--- src/rtl/demux_flow_ctrl_if.sv ---
// Source-FIFO, demux and lane-return signals around the credit scheduler.
// Scheduler side is the slave modport; the FIFO/demux environment is the master.
`timescale 1ns/1ps
interface demux_flow_ctrl_if #(
  parameter int DATA_W = 6
);
  logic [DATA_W-1:0] src_data0;
  logic              src_empty0;
  logic [DATA_W-1:0] src_data1;
  logic              src_empty1;
  logic              lane_pop0;
  logic              lane_pop1;
  logic              pop0;
  logic              pop1;
  logic [DATA_W-1:0] data_out;
  logic              valid_out;

  modport slave (
    input  src_data0, src_empty0, src_data1, src_empty1, lane_pop0, lane_pop1,
    output pop0, pop1, data_out, valid_out
  );

  modport master (
    output src_data0, src_empty0, src_data1, src_empty1, lane_pop0, lane_pop1,
    input  pop0, pop1, data_out, valid_out
  );
endinterface

--- src/rtl/demux_flow_ctrl.sv ---
// Round-robin credit scheduler feeding the lane demux; DEMUX_FLOW_CTRL_STATS_EN adds sent counters.
// Pops are combinational, data_out/valid_out follow 1 cycle later; a lane with no credit stalls only its own words.
`timescale 1ns/1ps
module demux_flow_ctrl #(
  parameter int DATA_W   = 6,
  parameter int CREDIT_W = 3
) (
  input  logic                clk,
  input  logic                reset,
  input  logic                init,
  input  logic [CREDIT_W-1:0] cfg_credit0,
  input  logic [CREDIT_W-1:0] cfg_credit1,
  demux_flow_ctrl_if.slave    bus,
  output logic [2:0]          state,
  output logic                idle,
  output logic                error
`ifdef DEMUX_FLOW_CTRL_STATS_EN
  ,
  output logic [7:0]          sent_cnt0,
  output logic [7:0]          sent_cnt1
`endif
);

  typedef enum logic [2:0] {
    S_RESET  = 3'd0,
    S_INIT   = 3'd1,
    S_IDLE   = 3'd2,
    S_ACTIVE = 3'd3,
    S_ERROR  = 3'd4
  } state_t;

  state_t              st, st_nxt;
  logic [CREDIT_W-1:0] credit0, credit1, limit0, limit1;
  logic                rr;
  logic                run, dst0, dst1;
  logic                elig0, elig1, grant0, grant1;
  logic                send0, send1, ovf0, ovf1;

  assign run  = (st == S_IDLE) || (st == S_ACTIVE);
  assign dst0 = bus.src_data0[DATA_W-1];
  assign dst1 = bus.src_data1[DATA_W-1];

  assign elig0 = run && !bus.src_empty0 && (dst0 ? (credit1 != '0) : (credit0 != '0));
  assign elig1 = run && !bus.src_empty1 && (dst1 ? (credit1 != '0) : (credit0 != '0));

  // rr=1 means source 0 was granted last, so source 1 wins a tie
  assign grant0 = elig0 && (!elig1 || !rr);
  assign grant1 = elig1 && (!elig0 || rr);

  assign send0 = (grant0 && !dst0) || (grant1 && !dst1);
  assign send1 = (grant0 && dst0) || (grant1 && dst1);

  assign ovf0 = run && bus.lane_pop0 && !send0 && (credit0 == limit0);
  assign ovf1 = run && bus.lane_pop1 && !send1 && (credit1 == limit1);

  function automatic logic [CREDIT_W-1:0] credit_upd(
    input logic [CREDIT_W-1:0] cr,
    input logic                ret,
    input logic                snd,
    input logic                ovf
  );
    if (ret && !snd && !ovf) return cr + CREDIT_W'(1);
    if (snd && !ret)         return cr - CREDIT_W'(1);
    return cr;
  endfunction

  always_ff @(posedge clk) begin
    if (reset) st <= S_RESET;
    else       st <= st_nxt;
  end

  always_comb begin
    st_nxt = st;
    case (st)
      S_RESET:  st_nxt = S_INIT;
      S_INIT:   st_nxt = init ? S_INIT : S_IDLE;
      S_IDLE: begin
        if (ovf0 || ovf1)                          st_nxt = S_ERROR;
        else if (init)                             st_nxt = S_INIT;
        else if (!bus.src_empty0 || !bus.src_empty1) st_nxt = S_ACTIVE;
      end
      S_ACTIVE: begin
        if (ovf0 || ovf1)                          st_nxt = S_ERROR;
        else if (bus.src_empty0 && bus.src_empty1) st_nxt = S_IDLE;
      end
      S_ERROR:  st_nxt = S_ERROR;
      default:  st_nxt = S_RESET;
    endcase
  end

  always_comb begin
    bus.pop0 = grant0;
    bus.pop1 = grant1;
    state    = st;
    error    = (st == S_ERROR);
    idle     = (st == S_IDLE) && (credit0 == limit0) && (credit1 == limit1);
  end

  always_ff @(posedge clk) begin
    if (reset) begin
      credit0 <= '0;
      credit1 <= '0;
      limit0  <= '0;
      limit1  <= '0;
    end else if (st == S_INIT) begin
      credit0 <= cfg_credit0;
      credit1 <= cfg_credit1;
      limit0  <= cfg_credit0;
      limit1  <= cfg_credit1;
    end else if (run) begin
      credit0 <= credit_upd(credit0, bus.lane_pop0, send0, ovf0);
      credit1 <= credit_upd(credit1, bus.lane_pop1, send1, ovf1);
    end
  end

  always_ff @(posedge clk) begin
    if (reset) begin
      rr            <= 1'b0;
      bus.valid_out <= 1'b0;
      bus.data_out  <= '0;
    end else begin
      bus.valid_out <= grant0 || grant1;
      if (grant0) begin
        rr           <= 1'b1;
        bus.data_out <= bus.src_data0;
      end else if (grant1) begin
        rr           <= 1'b0;
        bus.data_out <= bus.src_data1;
      end
    end
  end

`ifdef DEMUX_FLOW_CTRL_STATS_EN
  always_ff @(posedge clk) begin
    if (reset) begin
      sent_cnt0 <= '0;
      sent_cnt1 <= '0;
    end else begin
      if (send0 && sent_cnt0 != 8'hFF) sent_cnt0 <= sent_cnt0 + 8'd1;
      if (send1 && sent_cnt1 != 8'hFF) sent_cnt1 <= sent_cnt1 + 8'd1;
    end
  end
`endif

endmodule

--- src/flat_wrapper.sv ---
// flat-port wrapper written by rule: the top's interface ports become plain ports
module demux_flow_ctrl_flat 
#(
  parameter int DATA_W   = 6,
  parameter int CREDIT_W = 3
)
  (clk, reset, init, cfg_credit0, cfg_credit1, state, idle, error, bus_src_data0, bus_src_empty0, bus_src_data1, bus_src_empty1, bus_lane_pop0, bus_lane_pop1, bus_pop0, bus_pop1, bus_data_out, bus_valid_out);
  demux_flow_ctrl_if #(.DATA_W(DATA_W)) bus_i ();
  input  logic clk;
  input  logic reset;
  input  logic init;
  input  logic [CREDIT_W-1:0] cfg_credit0;
  input  logic [CREDIT_W-1:0] cfg_credit1;
  output logic [2:0] state;
  output logic idle;
  output logic error;
  input wire logic [$bits(bus_i.src_data0)-1:0] bus_src_data0;
  input wire logic [$bits(bus_i.src_empty0)-1:0] bus_src_empty0;
  input wire logic [$bits(bus_i.src_data1)-1:0] bus_src_data1;
  input wire logic [$bits(bus_i.src_empty1)-1:0] bus_src_empty1;
  input wire logic [$bits(bus_i.lane_pop0)-1:0] bus_lane_pop0;
  input wire logic [$bits(bus_i.lane_pop1)-1:0] bus_lane_pop1;
  output wire logic [$bits(bus_i.pop0)-1:0] bus_pop0;
  output wire logic [$bits(bus_i.pop1)-1:0] bus_pop1;
  output wire logic [$bits(bus_i.data_out)-1:0] bus_data_out;
  output wire logic [$bits(bus_i.valid_out)-1:0] bus_valid_out;
  assign bus_i.src_data0 = bus_src_data0;
  assign bus_i.src_empty0 = bus_src_empty0;
  assign bus_i.src_data1 = bus_src_data1;
  assign bus_i.src_empty1 = bus_src_empty1;
  assign bus_i.lane_pop0 = bus_lane_pop0;
  assign bus_i.lane_pop1 = bus_lane_pop1;
  assign bus_pop0 = bus_i.pop0;
  assign bus_pop1 = bus_i.pop1;
  assign bus_data_out = bus_i.data_out;
  assign bus_valid_out = bus_i.valid_out;
  demux_flow_ctrl #(.DATA_W(DATA_W), .CREDIT_W(CREDIT_W)) u_core (.clk(clk), .reset(reset), .init(init), .cfg_credit0(cfg_credit0), .cfg_credit1(cfg_credit1), .bus(bus_i), .state(state), .idle(idle), .error(error));
endmodule
--- config.mk ---
export PLATFORM = sky130hd
export DESIGN_NAME = demux_flow_ctrl_flat
export DESIGN_NICKNAME = d
export VERILOG_FILES = /design/src/rtl/demux_flow_ctrl_if.sv /design/src/rtl/demux_flow_ctrl.sv /design/src/flat_wrapper.sv
export SDC_FILE = /design/constraint.sdc
export NUM_CORES = 1
export LEC_CHECK = 0
export CORE_MARGIN = 2
export CORE_UTILIZATION = 44
export DETAILED_ROUTE_END_ITERATION = 8
export GPL_ROUTABILITY_DRIVEN = 0
export PLACE_DENSITY = 0.83
export SYNTH_ARGS = -nofsm -noshare
export SYNTH_HDL_FRONTEND = slang
export SYNTH_SLANG_ARGS = --single-unit
--- constraint.sdc ---
create_clock -name clk -period 2.15 [get_ports clk]
set_input_delay 0.43 -clock clk [delete_from_list [all_inputs] [get_ports clk]]
set_output_delay 0.43 -clock clk [all_outputs]
set_load 0.1 [all_outputs]
# ---- After elaboration in Yosys (flattened, before gate mapping)
# Cells that the tools add are included.
dict set report totals {
  register_bits 23
  input_bits 25
  out_inout_bits 14
  wordCells 119
}
dict set report classes {
  addsub 4
  eq_ne 8
  n_mux 43
  reduce_logical 56
}
# op count
set ops {}
lappend ops {{two-way mux 3 bit} 17}
lappend ops {{logical AND 1 bit} 25}
lappend ops {{two-way mux 1 bit} 22}
lappend ops {{one-hot mux 3 bit (5 select lines)} 1}
lappend ops {{logical NOT 1 bit} 13}
lappend ops {{two-way mux 6 bit} 2}
lappend ops {{nonzero test 3 bit} 4}
lappend ops {{logical OR 1 bit} 8}
lappend ops {{adder 3 x 1 -> 3 bit (second input constant)} 2}
lappend ops {{== test 3 x 2 -> 1 bit (second input constant)} 2}
lappend ops {{== test 3 bit} 2}
lappend ops {{AND reduction 2 bit} 3}
lappend ops {{subtractor 3 x 1 -> 3 bit (second input constant)} 2}
lappend ops {{!= test 4 bit (second input constant)} 1}
lappend ops {{nonzero test 2 bit} 2}
lappend ops {{== test 3 x 1 -> 1 bit (second input constant)} 1}
lappend ops {{== test 3 bit (second input constant)} 1}
lappend ops {{logical NOT 3 bit} 1}
lappend ops {{!= test 3 bit (second input constant)} 1}
lappend ops {{two-way mux 2 bit} 1}

# ---- Longest topological paths before layout
dict set report depth {
  ltp_word 26
  depth_mapped 9
  ltp_nobuf 9
}

# ---- Worst setup path after synthesis
# No wires, ideal clock.
dict set report synth_timing {
  path_kind {flip-flop to output port}
  startpoint {register u_core.st[1], in the netlist u_core.state[1]}
  endpoint {output port idle}
  arrival_time_ns 3.735
  required_ns 1.720
  setup_slack_ns -2.015
  path_stages_with_launch 5
  path_buffers 1
  cell_sequence {dfxtp_1 buf_2 and2b_2 nand4_1 nor3_1}
}
dict set report synth_via {
  elab_chain_len 3
}
# element line
set synth_lines {}
lappend synth_lines {{from (decl)} demux_flow_ctrl.sv:32} ;# state_t st, st_nxt;
lappend synth_lines {{from (signal assigned)} demux_flow_ctrl.sv:69} ;# else st <= st_nxt;
lappend synth_lines {{== test 3 x 2 -> 1 bit} demux_flow_ctrl.sv:96} ;# idle = (st == S_IDLE) && (credit0 == limit0) && (credit1 == limit1);
lappend synth_lines {{logical AND 1 bit (2 in series)} demux_flow_ctrl.sv:96}
lappend synth_lines {{to (decl)} flat_wrapper.sv:15} ;# output logic idle;
# Every way passes these cells.

# ---- Final worst setup path
dict set report layout_timing {
  startpoint {register u_core.credit0[0]}
  endpoint {output port bus_pop0}
}
dict set report layout_via {
  elab_chain_len 6
  elab_cells_between_ends 8
  cone_classes {2 x mux; 6 x reduce/logical}
}
# element line
set layout_lines {}
lappend layout_lines {{from (decl)} demux_flow_ctrl.sv:33} ;# logic [CREDIT_W-1:0] credit0, credit1, limit0, limit1;
lappend layout_lines {{from (signal assigned)} demux_flow_ctrl.sv:106} ;# credit0 <= cfg_credit0;
lappend layout_lines {{from (signal assigned)} demux_flow_ctrl.sv:111} ;# credit0 <= credit_upd(credit0, bus.lane_pop0, send0, ovf0);
lappend layout_lines {{nonzero test 3 bit *} {demux_flow_ctrl.sv:43, demux_flow_ctrl.sv:44}}
lappend layout_lines {{two-way mux 1 bit} demux_flow_ctrl.sv:44} ;# assign elig1 = run && !bus.src_empty1 && (dst1 ? (credit1 != '0) : (credit0 != '0));
lappend layout_lines {{logical AND 1 bit} demux_flow_ctrl.sv:44}
lappend layout_lines {{logical NOT 1 bit} demux_flow_ctrl.sv:47} ;# assign grant0 = elig0 && (!elig1 || !rr);
lappend layout_lines {{logical OR 1 bit} demux_flow_ctrl.sv:47}
lappend layout_lines {{logical AND 1 bit *} demux_flow_ctrl.sv:47}
lappend layout_lines {{to (decl)} flat_wrapper.sv:23} ;# output wire logic [$bits(bus_i.pop0)-1:0] bus_pop0;
# Mark *: on every way between the ends. The rest lies on a longest branch, timed or not.

==> key figures <==
Yosys
  – Post-synthesis sequential element count: 23
  – Synth Cell Area: between 0.001 and 0.0015 sq mm
  – Synth top area share: 30.9%
  – Ys Warns: 0
  – Post-synth net total: 210
  – EDFF count, synth: 0
  – Asr flop ratio synth: 0%
  – Largest cells by area after synthesis: dfxtp_1 31%, nor2_1 5.3%, ha_1 5.0%, nand2_1 4.8%, a21oi_1 4.0%
  – Syn avg cell area: 8.32 sq um
  – Most frequent cell after synthesis: dfxtp_1
  – Seq/Total Area, Yosys: 30.9%
  – Main synth FF type: dfxtp_1
  – Mapped Cells: ~180
  – Top cells by instance count after synthesis: 23 x dfxtp_1, 21 x nor2_1, 19 x nand2_1
  – Netlist cell types: 47
  – Yosys top cell by area: dfxtp_1

Finish
  – Seq. cell area: between 400 and 500 sq um
  – Fill cells: 250
  – Final net count: 280
  – Area growth, synth to finish: 57.6%
  – # diodes: 0
  – Share of cells above drive strength 1: 35.9%
  – Footprint of the multi-input gates: 0.00110 sq mm

STA
  – Final worst slack: -0.171 ns
  – Final Critical Period: 2.32 ns
  – Slew @ Worst Pin: 0.541 ns
  – Rel. slew slack: 63.8%
  – Max Clock Freq: ~0.43 GHz
  – Pins over their slew limit: 0
  – Fin crit share: 108%
  – Fin. Hold Viols: 0
  – Final TNS setup: -0.745 ns
  – Final setup fails: 8
  – Setup repair after global routing missed its margin: yes
  – Final Skew: ~0.0066 ns

Floorplan
  – Core region area: 0.00328 sq mm
  – Die width: roughly 62 microns
  – Initial core utilization: a little under half
  – Die ar.: 0.00387 sq mm
  – Die height: 62.2 microns
  – # IOs: 39
  – Row cnt: 21

Routing
  – Drt first pass iters: 4
  – DR WL/cell: 14.4 microns
  – Routed WL: 4.22 mm
  – Iter 0 DRT Violations: 103
  – Drt drc: 0
  – DR vias/cell: 5.36
  – Routed Antenna Nets: 0
  – Total number of vias: 1576

Min path
  – WHS Endpoint: u_core.limit1[0]$_SDFFE_PP0P_
  – Worst Hold Class: reg -> reg
  – Hold Path Depth: 2
  – HP Start: u_core.limit1[0]$_SDFFE_PP0P_

Global route
  – Largest net degree at the start of global routing: 14
  – Total congestion overflow: 0
  – Initial antenna violation count: 0
  – Total global-route track usage: 22.4%
  – First-pass GRT wire length: about 7 mm
  – Vias in the first global route: 1546

Critical path
  – Startpoint types: flip-flop
  – R2R depth: 9
  – Worst reg2reg startpoint: u_core.credit0[0]$_SDFFE_PP0P_
  – WS Path Type: reg -> out
  – Worst-path maximum fanout: 4
  – CP endpoint kind: output port
  – R2R setup slack: -0.14 ns
  – CP arrival: 1.89 ns
  – WP data required: 1.72 ns
  – RR Endpoint: u_core.credit1[2]$_SDFFE_PP0P_

CTS
  – Clock Latency Late Sink: 0.32 ns
  – Clock sinks: 23
  – Post-CTS Hold Buffers: 0
  – H-tree Lvls: 1
  – Clock buffer depth: 2
  – Root Buffer: clkbuf_4
  – Clock-pin slew on the worst setup and hold paths: around 0.13 ns
  – CTS buffer count: 3
  – CTS tree: yes

Power and ir drop
  – Pleak: 0.975 nW
  – VDD IR max: 0.000449 V
  – Power, Total: 2.13 mW
  – Total power per unit cell area: 906 mW/mm^2

Flow run
  – Maximum Capacitance Violations: 0

Placed design
  – PortBufs: 38
  – Pre-CTS setup slack: -0.413 ns
  – Hpwl dp: roughly 3.2 mm

Run status
  – Violated checks: negative setup slack
  – Status: complete, but fails checks
## worst max path at each step
stage,startpoint,to,slack [ns]
after global routing,u_core.credit0[0]$_SDFFE_PP0P_,bus_pop0,-0.25
after CTS,u_core.credit0[0]$_SDFFE_PP0P_,bus_pop0,-0.18
after detailed placement,bus_src_data0[5],u_core.credit1[2]$_SDFFE_PP0P_,-0.41
final,u_core.credit0[0]$_SDFFE_PP0P_,bus_pop0,-0.17
after global placement,bus_src_data0[5],u_core.credit1[2]$_SDFFE_PP0P_,-0.34
after floorplan,u_core.state[1]$_SDFFE_PP0P_,idle,-0.20
## cell families (layout without fill, tap and decap cells)
group / count (synthesis) / in the layout / synth area share (%)
XOR/XNOR: 10 / 10 / 5.88
AO/OA/AOI/OAI: 52 / 52 / 27.1
adder cells (fa/ha/maj): 6 / 6 / 5.04
multiplexers: 8 / 8 / 5.80
buffers and inverters: 17 / 86 / 4.37
flip-flops: 23 / 23 / 30.9
AND/OR/NAND/NOR: 63 / 63 / 20.9
## worst max-delay path: stages (launching register included)
cell	delay, ns
dfxtp_2	0.37
inv_2	0.04
ha_4	0.15
ha_4	0.16
mux2_4	0.31
o211ai_4	0.22
clkinvlp_4	0.14
buf_12	0.17
## flip-flops by register name (all words and copies together), names as in the netlist
register	flops
u_core.bus.data_out	6
u_core.credit0	3
u_core.limit0	3
u_core.credit1	3
u_core.bus.valid_out	1
u_core.limit1	3
u_core.state	3
u_core.rr	1
## cell usage in the layout, fill, tap and decap left out, types with 4 or more instances in the layout
cell             Yosys  routed
buf_4                0      41
clkdlybuf4s50_1      0      24
nor2_1              21      19
nand2_1             19      19
dfxtp_1             23      16
a21oi_1             12      12
inv_1               11       6
a211oi_1             6       6
dfxtp_2              0       6
nand2b_1             5       5
inv_2                1       5
xnor2_1              5       5
xor2_1               5       5
nor3_1               6       5
mux2i_1              6       5
o21ai_1              2       4
ha_4                 0       4
buf_12               0       4
## cell type report
type	instances	share of cell area, %
clock inverter	1	0.213
clock buffer	3	0.960
inverter	12	2.08
multi-input combinational	139	46.9
timing repair buffer	70	27.3
sequential	23	20.1
tap	46	2.45
## power breakdown
group	internal [mW]	switching, mW	leakage (nW)
registers	0.500	0.0594	0.191
logic	0.618	0.741	0.767
clock network	0.0697	0.137	0.0177
## through the flow
step	instances	hold WS, ns	utilization (%)	cell area [sq um]
final	294	0.482	71.4	2350
after floorplan	179	0.448	-	1590
after global routing	294	0.508	71.4	2350
after CTS	292	0.484	70.1	2300
after detailed placement	286	0.466	67.7	2220
after global placement	286	0.454	67.7	2220
## timing repair
item                       CTS  global route
setup endpoints to repair    9            12
gates resized for setup      8             8
pin swaps                    7             6
setup buffers                2             3
## routing by layer
| metal | global-route usage (%) | routed length (microns) | up-vias | share of wire, % |
|---|---|---|---|---|
| met5 | 0 | 0 | - | 0 |
| met2 | 40.5 | 2140 | 52 | 51 |
| met3 | 1.99 | 203 | 2 | 4.8 |
| met4 | 6.94 | 19 | 0 | 0.45 |
| met1 | 28.1 | 1860 | 739 | 44 |
| li1 | - | - | 783 | - |
Power figures use the tool's default switching activity.
